--- src/rtl/histogram_readout.sv ---
// ============================================================================
// Module   : histogram_readout
// Purpose  : Blanking-period sweep of the histogram accumulator into a
//            valid/ready {bin, count} stream, followed by a clear pulse.
//            Optional macro HIST_STATS_EN adds total/peak statistics.
// Revision : 1.0 - initial release
// ============================================================================
`default_nettype none

module histogram_readout #(
    parameter int BINS   = 1024,
    parameter int ADDR_W = 10,
    parameter int DATA_W = 16,
    parameter int SUM_W  = 26
) (
    input  logic              clk,
    input  logic              reset_n,
    input  logic              frame_valid,
    input  logic              enable,
    output logic              hist_rd_en,
    output logic [ADDR_W-1:0] hist_rd_addr,
    input  logic [DATA_W-1:0] hist_rd_data,
    output logic              hist_clear,
    output logic              m_valid,
    input  logic              m_ready,
    output logic [ADDR_W-1:0] m_bin,
    output logic [DATA_W-1:0] m_count,
    output logic              m_last,
    output logic              busy,
    output logic              done,
    output logic              overrun,
    output logic [SUM_W-1:0]  stat_total,
    output logic [ADDR_W-1:0] stat_peak_bin,
    output logic [DATA_W-1:0] stat_peak_val
);

    typedef enum logic [1:0] {
        S_IDLE  = 2'd0,
        S_SWEEP = 2'd1,
        S_DRAIN = 2'd2,
        S_CLEAR = 2'd3
    } state_t;

    state_t              state_q;
    logic                fv_q;
    logic [ADDR_W-1:0]   ptr_q;
    logic [ADDR_W-1:0]   addr_inflight_q;
    logic                inflight_q;
    logic                busy_q;
    logic                clear_q;
    logic                done_q;
    logic                overrun_q;

    logic [1:0][ADDR_W-1:0] fifo_bin_q;
    logic [1:0][DATA_W-1:0] fifo_cnt_q;
    logic                   wr_q;
    logic                   rd_q;
    logic [1:0]             occ_q;

    logic frame_end;
    logic start;
    logic abort;
    logic push;
    logic pop;
    logic room;
    logic issue;
    logic drain_done;

    assign frame_end  = fv_q & ~frame_valid;
    assign start      = (state_q == S_IDLE) & frame_end & enable;
    assign abort      = ((state_q == S_SWEEP) | (state_q == S_DRAIN)) & frame_valid;
    assign push       = inflight_q & ~abort;
    assign pop        = m_valid & m_ready;
    // A beat leaving this cycle frees a slot, which keeps one beat per cycle.
    assign room       = (({1'b0, occ_q} + {2'b00, inflight_q}) - {2'b00, pop}) < 3'd2;
    assign issue      = start | ((state_q == S_SWEEP) & ~frame_valid & room);
    assign drain_done = (state_q == S_DRAIN) & ~frame_valid & ~inflight_q & (occ_q == 2'd0);

    assign hist_rd_en   = issue;
    assign hist_rd_addr = ptr_q;
    assign hist_clear   = clear_q;
    assign done         = done_q;
    assign overrun      = overrun_q;
    assign busy         = busy_q;

    assign m_valid = (occ_q != 2'd0);
    assign m_bin   = fifo_bin_q[rd_q];
    assign m_count = fifo_cnt_q[rd_q];
    assign m_last  = m_valid & (m_bin == ADDR_W'(BINS - 1));

    always_ff @(posedge clk or negedge reset_n) begin
        if (!reset_n) begin
            state_q         <= S_IDLE;
            fv_q            <= 1'b0;
            ptr_q           <= '0;
            addr_inflight_q <= '0;
            inflight_q      <= 1'b0;
            busy_q          <= 1'b0;
            clear_q         <= 1'b0;
            done_q          <= 1'b0;
            overrun_q       <= 1'b0;
        end else begin
            fv_q            <= frame_valid;
            clear_q         <= 1'b0;
            done_q          <= 1'b0;
            overrun_q       <= 1'b0;
            inflight_q      <= issue;
            addr_inflight_q <= ptr_q;
            case (state_q)
                S_IDLE: begin
                    if (start) begin
                        state_q <= S_SWEEP;
                        busy_q  <= 1'b1;
                        ptr_q   <= ADDR_W'(1);
                    end
                end
                S_SWEEP: begin
                    if (abort) begin
                        state_q    <= S_IDLE;
                        busy_q     <= 1'b0;
                        overrun_q  <= 1'b1;
                        ptr_q      <= '0;
                        inflight_q <= 1'b0;
                    end else if (issue) begin
                        if (ptr_q == ADDR_W'(BINS - 1)) begin
                            state_q <= S_DRAIN;
                            ptr_q   <= '0;
                        end else begin
                            ptr_q <= ptr_q + 1'b1;
                        end
                    end
                end
                S_DRAIN: begin
                    if (abort) begin
                        state_q    <= S_IDLE;
                        busy_q     <= 1'b0;
                        overrun_q  <= 1'b1;
                        inflight_q <= 1'b0;
                    end else if (drain_done) begin
                        state_q <= S_CLEAR;
                        clear_q <= 1'b1;
                        done_q  <= 1'b1;
                    end
                end
                S_CLEAR: begin
                    state_q <= S_IDLE;
                    busy_q  <= 1'b0;
                end
                default: begin
                    state_q <= S_IDLE;
                    busy_q  <= 1'b0;
                end
            endcase
        end
    end

    // Two-entry output FIFO; an abort discards both stored beats and the in-flight read.
    always_ff @(posedge clk or negedge reset_n) begin
        if (!reset_n) begin
            fifo_bin_q <= '0;
            fifo_cnt_q <= '0;
            wr_q       <= 1'b0;
            rd_q       <= 1'b0;
            occ_q      <= 2'd0;
        end else if (abort) begin
            wr_q  <= 1'b0;
            rd_q  <= 1'b0;
            occ_q <= 2'd0;
        end else begin
            if (push) begin
                fifo_bin_q[wr_q] <= addr_inflight_q;
                fifo_cnt_q[wr_q] <= hist_rd_data;
                wr_q             <= ~wr_q;
            end
            if (pop) begin
                rd_q <= ~rd_q;
            end
            occ_q <= (occ_q + {1'b0, push}) - {1'b0, pop};
        end
    end

`ifdef HIST_STATS_EN
    logic [SUM_W-1:0]  sum_q;
    logic [ADDR_W-1:0] peak_bin_q;
    logic [DATA_W-1:0] peak_val_q;
    logic [SUM_W-1:0]  stat_total_q;
    logic [ADDR_W-1:0] stat_peak_bin_q;
    logic [DATA_W-1:0] stat_peak_val_q;

    // Strict compare so equal counts keep the lower (earlier) bin.
    always_ff @(posedge clk or negedge reset_n) begin
        if (!reset_n) begin
            sum_q           <= '0;
            peak_bin_q      <= '0;
            peak_val_q      <= '0;
            stat_total_q    <= '0;
            stat_peak_bin_q <= '0;
            stat_peak_val_q <= '0;
        end else begin
            if (start) begin
                sum_q      <= '0;
                peak_bin_q <= '0;
                peak_val_q <= '0;
            end else if (push) begin
                sum_q <= sum_q + SUM_W'(hist_rd_data);
                if (hist_rd_data > peak_val_q) begin
                    peak_val_q <= hist_rd_data;
                    peak_bin_q <= addr_inflight_q;
                end
            end
            if (drain_done) begin
                stat_total_q    <= sum_q;
                stat_peak_bin_q <= peak_bin_q;
                stat_peak_val_q <= peak_val_q;
            end
        end
    end

    assign stat_total    = stat_total_q;
    assign stat_peak_bin = stat_peak_bin_q;
    assign stat_peak_val = stat_peak_val_q;
`else
    assign stat_total    = '0;
    assign stat_peak_bin = '0;
    assign stat_peak_val = '0;
`endif

endmodule

`default_nettype wire

--- config.mk ---
export PLATFORM = sky130hd
export DESIGN_NAME = histogram_readout
export DESIGN_NICKNAME = d
export VERILOG_FILES = /design/src/rtl/histogram_readout.sv
export SDC_FILE = /design/constraint.sdc
export NUM_CORES = 1
export LEC_CHECK = 0
export ABC_AREA = 1
export CAP_MARGIN = 20
export CORE_MARGIN = 5
export CORE_UTILIZATION = 35
export DETAILED_ROUTE_END_ITERATION = 10
export PLACE_DENSITY = 0.59
export SLEW_MARGIN = 0
export SYNTH_ARGS = -nofsm -noshare
export SYNTH_HDL_FRONTEND = slang
export SYNTH_SLANG_ARGS = --single-unit
--- constraint.sdc ---
create_clock -name clk -period 6.2 [get_ports clk]
set_clock_uncertainty 0.2 [all_clocks]
set_input_delay 1.24 -clock clk [delete_from_list [all_inputs] [get_ports clk]]
set_output_delay 1.24 -clock clk [all_outputs]
set_load 0.05 [all_outputs]
* Word-level counts from Yosys, hierarchy flattened
Cells that the tools add are included.
** Storage, ports and cells
- Register bits after elaboration :: 83
- Input bits :: 21
- Logic and storage cells :: 102
** Operators by class
- Add/subtract/negate cells :: 5
- $lt $le $gt $ge :: 4
- Eq/ne operators :: 10
- Mux-type cells :: 37
- Bitwise logic cells :: 19
- Reductions and logical operators :: 12
** Operators with widths (count)
- $mux W10 :: 7
- $mux W16 :: 3
- $bwmux W32 :: 1
- $bwmux W20 :: 1
- $eq A10 B10 Y1 const B :: 2
- $pmux W10 S2 :: 1
- $demux W16 S1 :: 1
- $mux W2 :: 7
- $mux W1 :: 13
- $and A1 B1 Y1 :: 12
- $add A10 B1 Y10 const B :: 1
- $demux W10 S1 :: 1
- $pmux W2 S4 :: 1
- $reduce_bool A2 Y1 :: 4
- $ne A3 B3 Y1 const B :: 2
- $not A1 Y1 :: 5
- $eq A2 B2 Y1 const B :: 2
- $logic_not A2 Y1 :: 2
- $lt A1 B2 Y1 const B :: 2
- $reduce_and A2 Y1 :: 2
- $reduce_and A4 Y1 :: 1
- $add A2 B1 Y3 :: 1
- $lt A3 B2 Y1 const B :: 1
- $ne A3 B2 Y1 const B :: 1
- 12 further kinds :: 13

* Depth between registers and ports, before layout
Gate-level depths: netlist of the first run.
- Depth after elaboration :: 9
- Mapped depth :: 17
- Mapped depth without buffers :: 17

* Worst setup path before layout of the first run
OpenSTA, ideal clock, no wires.
- Kind :: input to output
- Start point :: input m_ready
- End point :: output hist_rd_en
- Arrival :: 2.618 ns
- Slack :: 2.142 ns
- Stages on the path :: 10
- Cell sequence :: nand2_1 > inv_1 > nand2_1 > o21ai_0 > nand2_1 > fa_1 > inv_1 > nor2_2 > nand2_2 > nand2_1
** Between the ends
- Longest elaborated chain between the ends :: 5
** RTL lines
- start, declared :: line 25 : input logic m_ready,
- $and A1 B1 Y1 :: line 73 : assign pop = m_valid & m_ready;
- $sub A3 B1 Y3 :: line 75 : assign room = (({1'b0, occ_q} + {2'b00, inflight_q}) - {2'b00, pop}) < 3'd2;
- $lt A3 B2 Y1 :: line 75
- $and A1 B1 Y1 :: line 76 : assign issue = start | ((state_q == S_SWEEP) & ~frame_valid & room);
- $or A1 B1 Y1 :: line 76
- end, declared :: line 20 : output logic hist_rd_en,
Every way passes these cells.

* Worst setup path in the final report of the first run
Same ends and word-level chain as after synthesis.

==> run metrics, run 1 <==
status=complete, no violations; Area Growth Syn to Fin=20.09%; leading cell type in the layout, fill and taps excluded=nand2_1; CTS Buffer Depth=2; Psw=1162 µW; max-capacitance violation count=0; RSZ-0062 raised after global routing=false; Rel. slew slack=31.97%; vias in the first global route=3048; Setup CP Type=in -> out; GRT Util Overall=12.44%; cts bufs inserted=9; DP HPWL=between 6000 and 7000 µm; endpoints failing setup=0; initial antenna violation count=0; Final min period=5.153 ns; CTS tree=built; Worst EP required=4.76 ns; Synth Warn #=0; period utilization=83.11%; Clk pwr share=23.0%; Slowest cell on crit path=clkdlybuf4s50_1; H-tree levels=3; io pins=116; DRC Markers=0; Hold Fails Final Rpt=0; Post-CTS Setup Bufs=0; average cell area after synthesis=8.556 µm²; First DRT Iteration DRCs=209; Mapped Cells=508; Layout Utilization=43.10%; leakage=0.002640 µW; grt ovf=0; vias post-DR=3116; chip height=121.4 µm; Port Buffers=63; Place WS=1.074 ns; n_diodes=0; Worst Tran Pin Value=1.020 ns; CP max stage delay=around 0.8 ns; kind of cell adding the most delay to the critical path=buffers and inverters; drt via density=4.222; std cell rows=40; Pint=about 1500 µW; Comb power frac=46.1%; Worst Path Arrival=3.71 ns; CTS root buf=clkbuf_16; chip width=121.4 µm; Reg2Reg Setup Slack=3.52 ns; CP endpoint kind=output pin; clk slew on worst S/H paths=0.06 ns; post-route setup TNS=0 ns; worst-path cell chain=clkdlybuf4s50_1 > nand2_1 > inv_1 > nand2_1 > o21ai_0 > nand2_1 > fa_1 > inv_1 > nor2_2 > nand2_2 > nand2_1 > clkdlybuf4s50_1; share of cells above drive strength 1=about 13%; sw frac=44.29%; #FFs+latches synth=between 80 and 90; Seq/Total Area, Yosys=47.78%; nets=594; Clock Latency Late Sink=0.33 ns; most frequent cells in the layout=nand2_1, dfrtp_1, clkdlybuf4s50_1, conb_1, inv_1; WL final=approximately 8800 µm; post-cts sizing count=0; FMAX=194.1 MHz; first drt pass iteration count=4; die area=14750 µm²; Avg WL per Cell=11.96 µm; Buf+Inv Stages, Crit Path=4; # hold bufs at CTS=0; CP dominant cell by count=nand2_1; largest net degree at the start of global routing=84; first-pass GRT wire length=14720 µm; Final GP Congestion=between 0.8 and 0.9; Final Slew Violations=0; CP Launch Type=primary input; VDD IR max=265.4 µV; HP Class=reg -> reg; antenna-violating nets left=0; CP max FO=3; Initial Utilization=35.89%; Cell Area, Synth=4347 µm²; Core Area=12110 µm²; Yosys cell types=32; Sink Count=83; power per cell area=502.5 nW/µm²; final setup margin=1.047 ns; Reg power frac=30.9%
[layer usage]
| layer | track usage, % | vias up | wire [µm] |
|---|---|---|---|
| li1 | - | 1582 | - |
| met1 | 15.39 | 1450 | 3940 |
| met2 | 20.48 | 76 | 4269 |
| met3 | 4.709 | 8 | 516 |
| met4 | 3.081 | 0 | 102 |
| met5 | 0 | - | 0 |
[metrics by stage]
step           cell area [µm²]  std cells  total power (µW)  hold slack [ns]
6_report                  5220        738              2623           0.2611
4_1_cts                   5200        737              2660           0.2656
3_3_place_gp              4858        721              2024           0.2556
3_5_place_dp              4858        721              2040           0.2477
2_1_floorplan             4538        559              1754           0.2529
5_1_grt                   5220        738              2806           0.2901
[synth_stat cells]
master	count	area (µm²)
nand3_2	1	10.01
clkbuf_1	2	7.510
nor2_2	6	37.54
nand2_4	1	11.26
nand3b_2	1	11.26
a21oi_1	4	20.02
xnor2_1	4	35.03
o21ai_0	28	140.1
o2111ai_1	1	8.760
o21bai_1	2	15.01
nand3_1	14	70.07
o21ai_2	26	227.7
xor2_1	3	26.28
nor3_1	1	5.000
fa_1	1	20.02
a31oi_1	1	6.260
dfrtp_1	83	2077
ha_1	7	87.58
nand4_2	1	12.51
conb_1	1	3.750
nand2_2	9	56.30
nand4_1	4	25.02
nor2_1	7	26.28
or2_1	1	6.260
or2_2	2	12.51
buf_2	7	35.03
buf_4	53	397.9
buf_6	8	90.09
o21ai_1	4	20.02
inv_2	5	18.77
inv_1	47	176.4
nand2_1	173	649.4
[layout make-up]
class | count | area (µm²)
timing repair buffer | 65 | 655.6
fill | 1255 | 6892
inverter | 52 | 195.2
clock buffer | 10 | 229.0
tap | 168 | 210.2
sequential | 83 | 2077
clock inverter | 6 | 112.6
multi-input combinational | 354 | 1740
[kinds of logic (layout without fill, tap and decap cells)]
logic type      Yosys count  after routing  share of synthesized area [%]
simple gates            221            221                          21.47
buf+inv                 122            133                          16.70
flops                    83             83                          47.78
compound gates           66             66                          10.07
fa+ha+maj                 8              8                          2.475
xor+xnor                  7              7                          1.411
other cells               1             52                        0.08627
[sequential cells by signal, indices dropped and copies added (netlist names)]
| signal | count |
|---|---|
| hist_rd_addr | 10 |
| occ_q | 2 |
| done | 1 |
| fifo_cnt_q | 32 |
| rd_q | 1 |
| overrun | 1 |
| wr_q | 1 |
| fifo_bin_q | 20 |
| fv_q | 1 |
| busy | 1 |
| state_q | 2 |
| addr_inflight_q | 10 |
| inflight_q | 1 |
[worst paths after layout]
| check | from | end | cells after the start |
|---|---|---|---|
| worst min register to register | hist_rd_addr[3] | addr_inflight_q[3] | 0 |
| worst max-delay path | m_ready | hist_rd_en | 12 |
| min in group asynchronous | reset_n | fifo_cnt_q[2] | 1 |
| worst min-delay path | hist_rd_addr[3] | addr_inflight_q[3] | 0 |
| worst max register to register | occ_q[1] | hist_rd_addr[9] | 17 |
| max in group asynchronous | reset_n | addr_inflight_q[1] | 2 |
[power groups by stage]
stage               Clock, µW  Combinational, µW  Sequential (µW)
global route              648               1320              834
global placement            0               1210              818
CTS                       624               1220              813
floorplan                   0                931              823
detailed placement          0               1220              821
finish                    603               1210              811
(Power assumes the default switching activity.)
==> run 2: changes to the inputs <==
==> constraint.sdc (replaced) <==
create_clock -name clk -period 4.9 [get_ports clk]
set_clock_uncertainty 0.2 [all_clocks]
set_input_delay 0.98 -clock clk [delete_from_list [all_inputs] [get_ports clk]]
set_output_delay 0.98 -clock clk [all_outputs]
set_load 0.05 [all_outputs]
==> run 2 against run 1 <==
  * Sequential share of layout area hardly changed
  * Cell count is 0.14% higher
  * Setup slack worse by 0.17 ns
  * Sequential cell count unchanged
  * Core utilization barely moved
  * Worst hold slack gained 0.0034 ns
  * Sequential power grew 22%
  * Critical path depth unchanged
==> run metrics, run 2 (synthesized netlist as in run 1, its figures left out) <==
first drt pass iteration count=4 (unchanged); vias post-DR=3103 (-0.42%); Setup CP Type=in -> out; max-capacitance violation count=0 (unchanged); Final GP Congestion=0.7492 (-6.9%); # hold bufs at CTS=0 (unchanged); Reg2Reg Depth=17 (unchanged); most frequent cells in the layout=nand2_1, dfrtp_1, clkdlybuf4s50_1, conb_1, inv_1; Psw=1487 µW (+28%); GRT Util Overall=12.45% (+0.016 points); largest net degree at the start of global routing=84 (unchanged); First DRT Iteration DRCs=189 (-9.6%); Pint=1805 µW (+23%); grt ovf=0 (unchanged); antenna-violating nets left=0 (unchanged); Clock Latency Late Sink=0.33 ns (about the same); RSZ-0062 raised after global routing=false; H-tree levels=3 (unchanged); clk slew on worst S/H paths=0.06 ns (about the same); HP Class=reg -> reg; Core Area=12110 µm² (unchanged); period utilization=82.11%; WL final=8887 µm (+0.67%); CP Launch Type=primary input; Largest register FFs=32 (unchanged); chip width=121.4 µm (unchanged); nets=595 (+0.17%); power per cell area=631.2 nW/µm² (+26%); share of cells above drive strength 1=13.13% (+0.50 points); Clk pwr share=22.1% (-0.9 points); leading cell type in the layout, fill and taps excluded=nand2_1; Place WS=0.8736 ns (-0.2001 ns); Worst Tran Pin Value=0.9069 ns (-0.1135 ns); Worst Path Arrival=2.84 ns (-0.87 ns); Rel. slew slack=39.47% (+7.5 points); post-cts sizing count=0 (unchanged); Worst Hold Depth=0 (unchanged); Comb power frac=47.8% (+1.7 points); std cell rows=40 (unchanged); cts bufs inserted=9 (unchanged); FMAX=248.5 MHz; sw frac=45.18% (+0.90 points); FILL cells=1235 (-1.6%); vias in the first global route=3061 (+0.43%); Final Slew Violations=0 (unchanged); Hold Fails Final Rpt=0 (unchanged); Final min period=between 4 and 5 ns; CTS Buffer Depth=2 (unchanged); initial antenna violation count=0 (unchanged); register area=2077 µm² (unchanged); DP HPWL=6103 µm (+0.54%); Port Buffers=63 (unchanged); CTS root buf=clkbuf_16; endpoints failing setup=0 (unchanged); Post-CTS Setup Bufs=0 (unchanged); DRC Markers=0 (unchanged); area of the multi-input gates=1740 µm² (unchanged); Reg power frac=30.2% (-0.7 points); drt via density=4.199 (-0.55%); die area=14750 µm² (unchanged); chip height=121.4 µm (unchanged); Worst EP required=3.72 ns (-1.04 ns); n_diodes=0 (unchanged); Area Growth Syn to Fin=19.98% (about the same); CTS tree=built; Initial Utilization=35.89% (unchanged); Reg with most FFs=fifo_cnt_q; Avg WL per Cell=12.03 µm (+0.53%); CP max FO=3 (unchanged); first-pass GRT wire length=14670 µm (-0.33%); CP endpoint kind=output pin; leakage=0.002640 µW (about the same); final setup margin=0.8766 ns (-0.1707 ns); post-route setup TNS=0 ns (unchanged); status=complete, no violations; VDD IR max=273.3 µV (+3.0%); Top Registers=fifo_cnt_q x32, fifo_bin_q x20; io pins=116 (unchanged); Sink Count=83 (unchanged)
run 2: cell count changes in the layout (fill, tap and decap cells not counted), sizes merged:
cell           previous run  this run
buf                       3         5
inv                      53        55
bufinv                    3         2
clkbuf                   10         9
clkdlybuf4s50            62        61
clkinv                    2         1
clkinvlp                  0         1
run 2: layout make-up:
class | instances | area share [%]
clock inverters | 7 | 1.895
well taps | 168 | 4.031
repair buffers | 66 | 12.81
multi-input cells | 354 | 33.37
flip-flops and latches | 83 | 39.83
clock buffers | 9 | 4.319
inverters | 52 | 3.743
run 2: metal layers:
layer / routed length (µm) / vias up / global-route usage [%]
li1: - / 1587 / -
met1: 3817 / 1432 / 14.96
met2: 4451 / 73 / 21.28
met3: 501 / 11 / 3.730
met4: 116 / 0 / 4.062
met5: 0 / - / 0
run 2: final timing paths:
path                                      start            endpoint  slack, ns
worst max-delay path                    m_ready          hist_rd_en       0.88
worst min-delay path            hist_rd_addr[3]  addr_inflight_q[3]       0.26
worst max register to register         occ_q[1]     hist_rd_addr[9]       2.24
worst min register to register  hist_rd_addr[3]  addr_inflight_q[3]       0.26
max in group asynchronous               reset_n  addr_inflight_q[2]       3.53
min in group asynchronous               reset_n      fifo_cnt_q[24]       0.37
run 2: stage by stage:
stage               cell area, µm²  util, %  hold WS, ns  std cells  power [µW]
floorplan                     4538        -       0.2529        559        2219
global placement              4863    40.16       0.2507        722        2564
detailed placement            4863    40.16       0.2454        722        2590
CTS                           5187    42.83       0.2636        738        3336
global route                  5215    43.06       0.2787        739        3519
finish                        5215    43.06       0.2645        739        3292
run 2: power by group through the flow:
| stage | registers (µW) | clock network (µW) | logic, µW |
|---|---|---|---|
| after floorplan | 1040 | 0 | 1180 |
| after global placement | 997 | 0 | 1570 |
| after detailed placement | 1000 | 0 | 1590 |
| after CTS | 993 | 753 | 1590 |
| after global routing | 1020 | 785 | 1710 |
| final | 993 | 727 | 1570 |
run 2: critical path, cell delays in order:
cell,delay (ns)
clkdlybuf4s50_1,0.49
nand2_1,0.09
inv_1,0.08
nand2_1,0.07
o21ai_0,0.07
nand2_1,0.08
fa_1,0.48
inv_1,0.05
nor2_2,0.10
nand2_2,0.08
nand2_1,0.07
buf_4,0.20
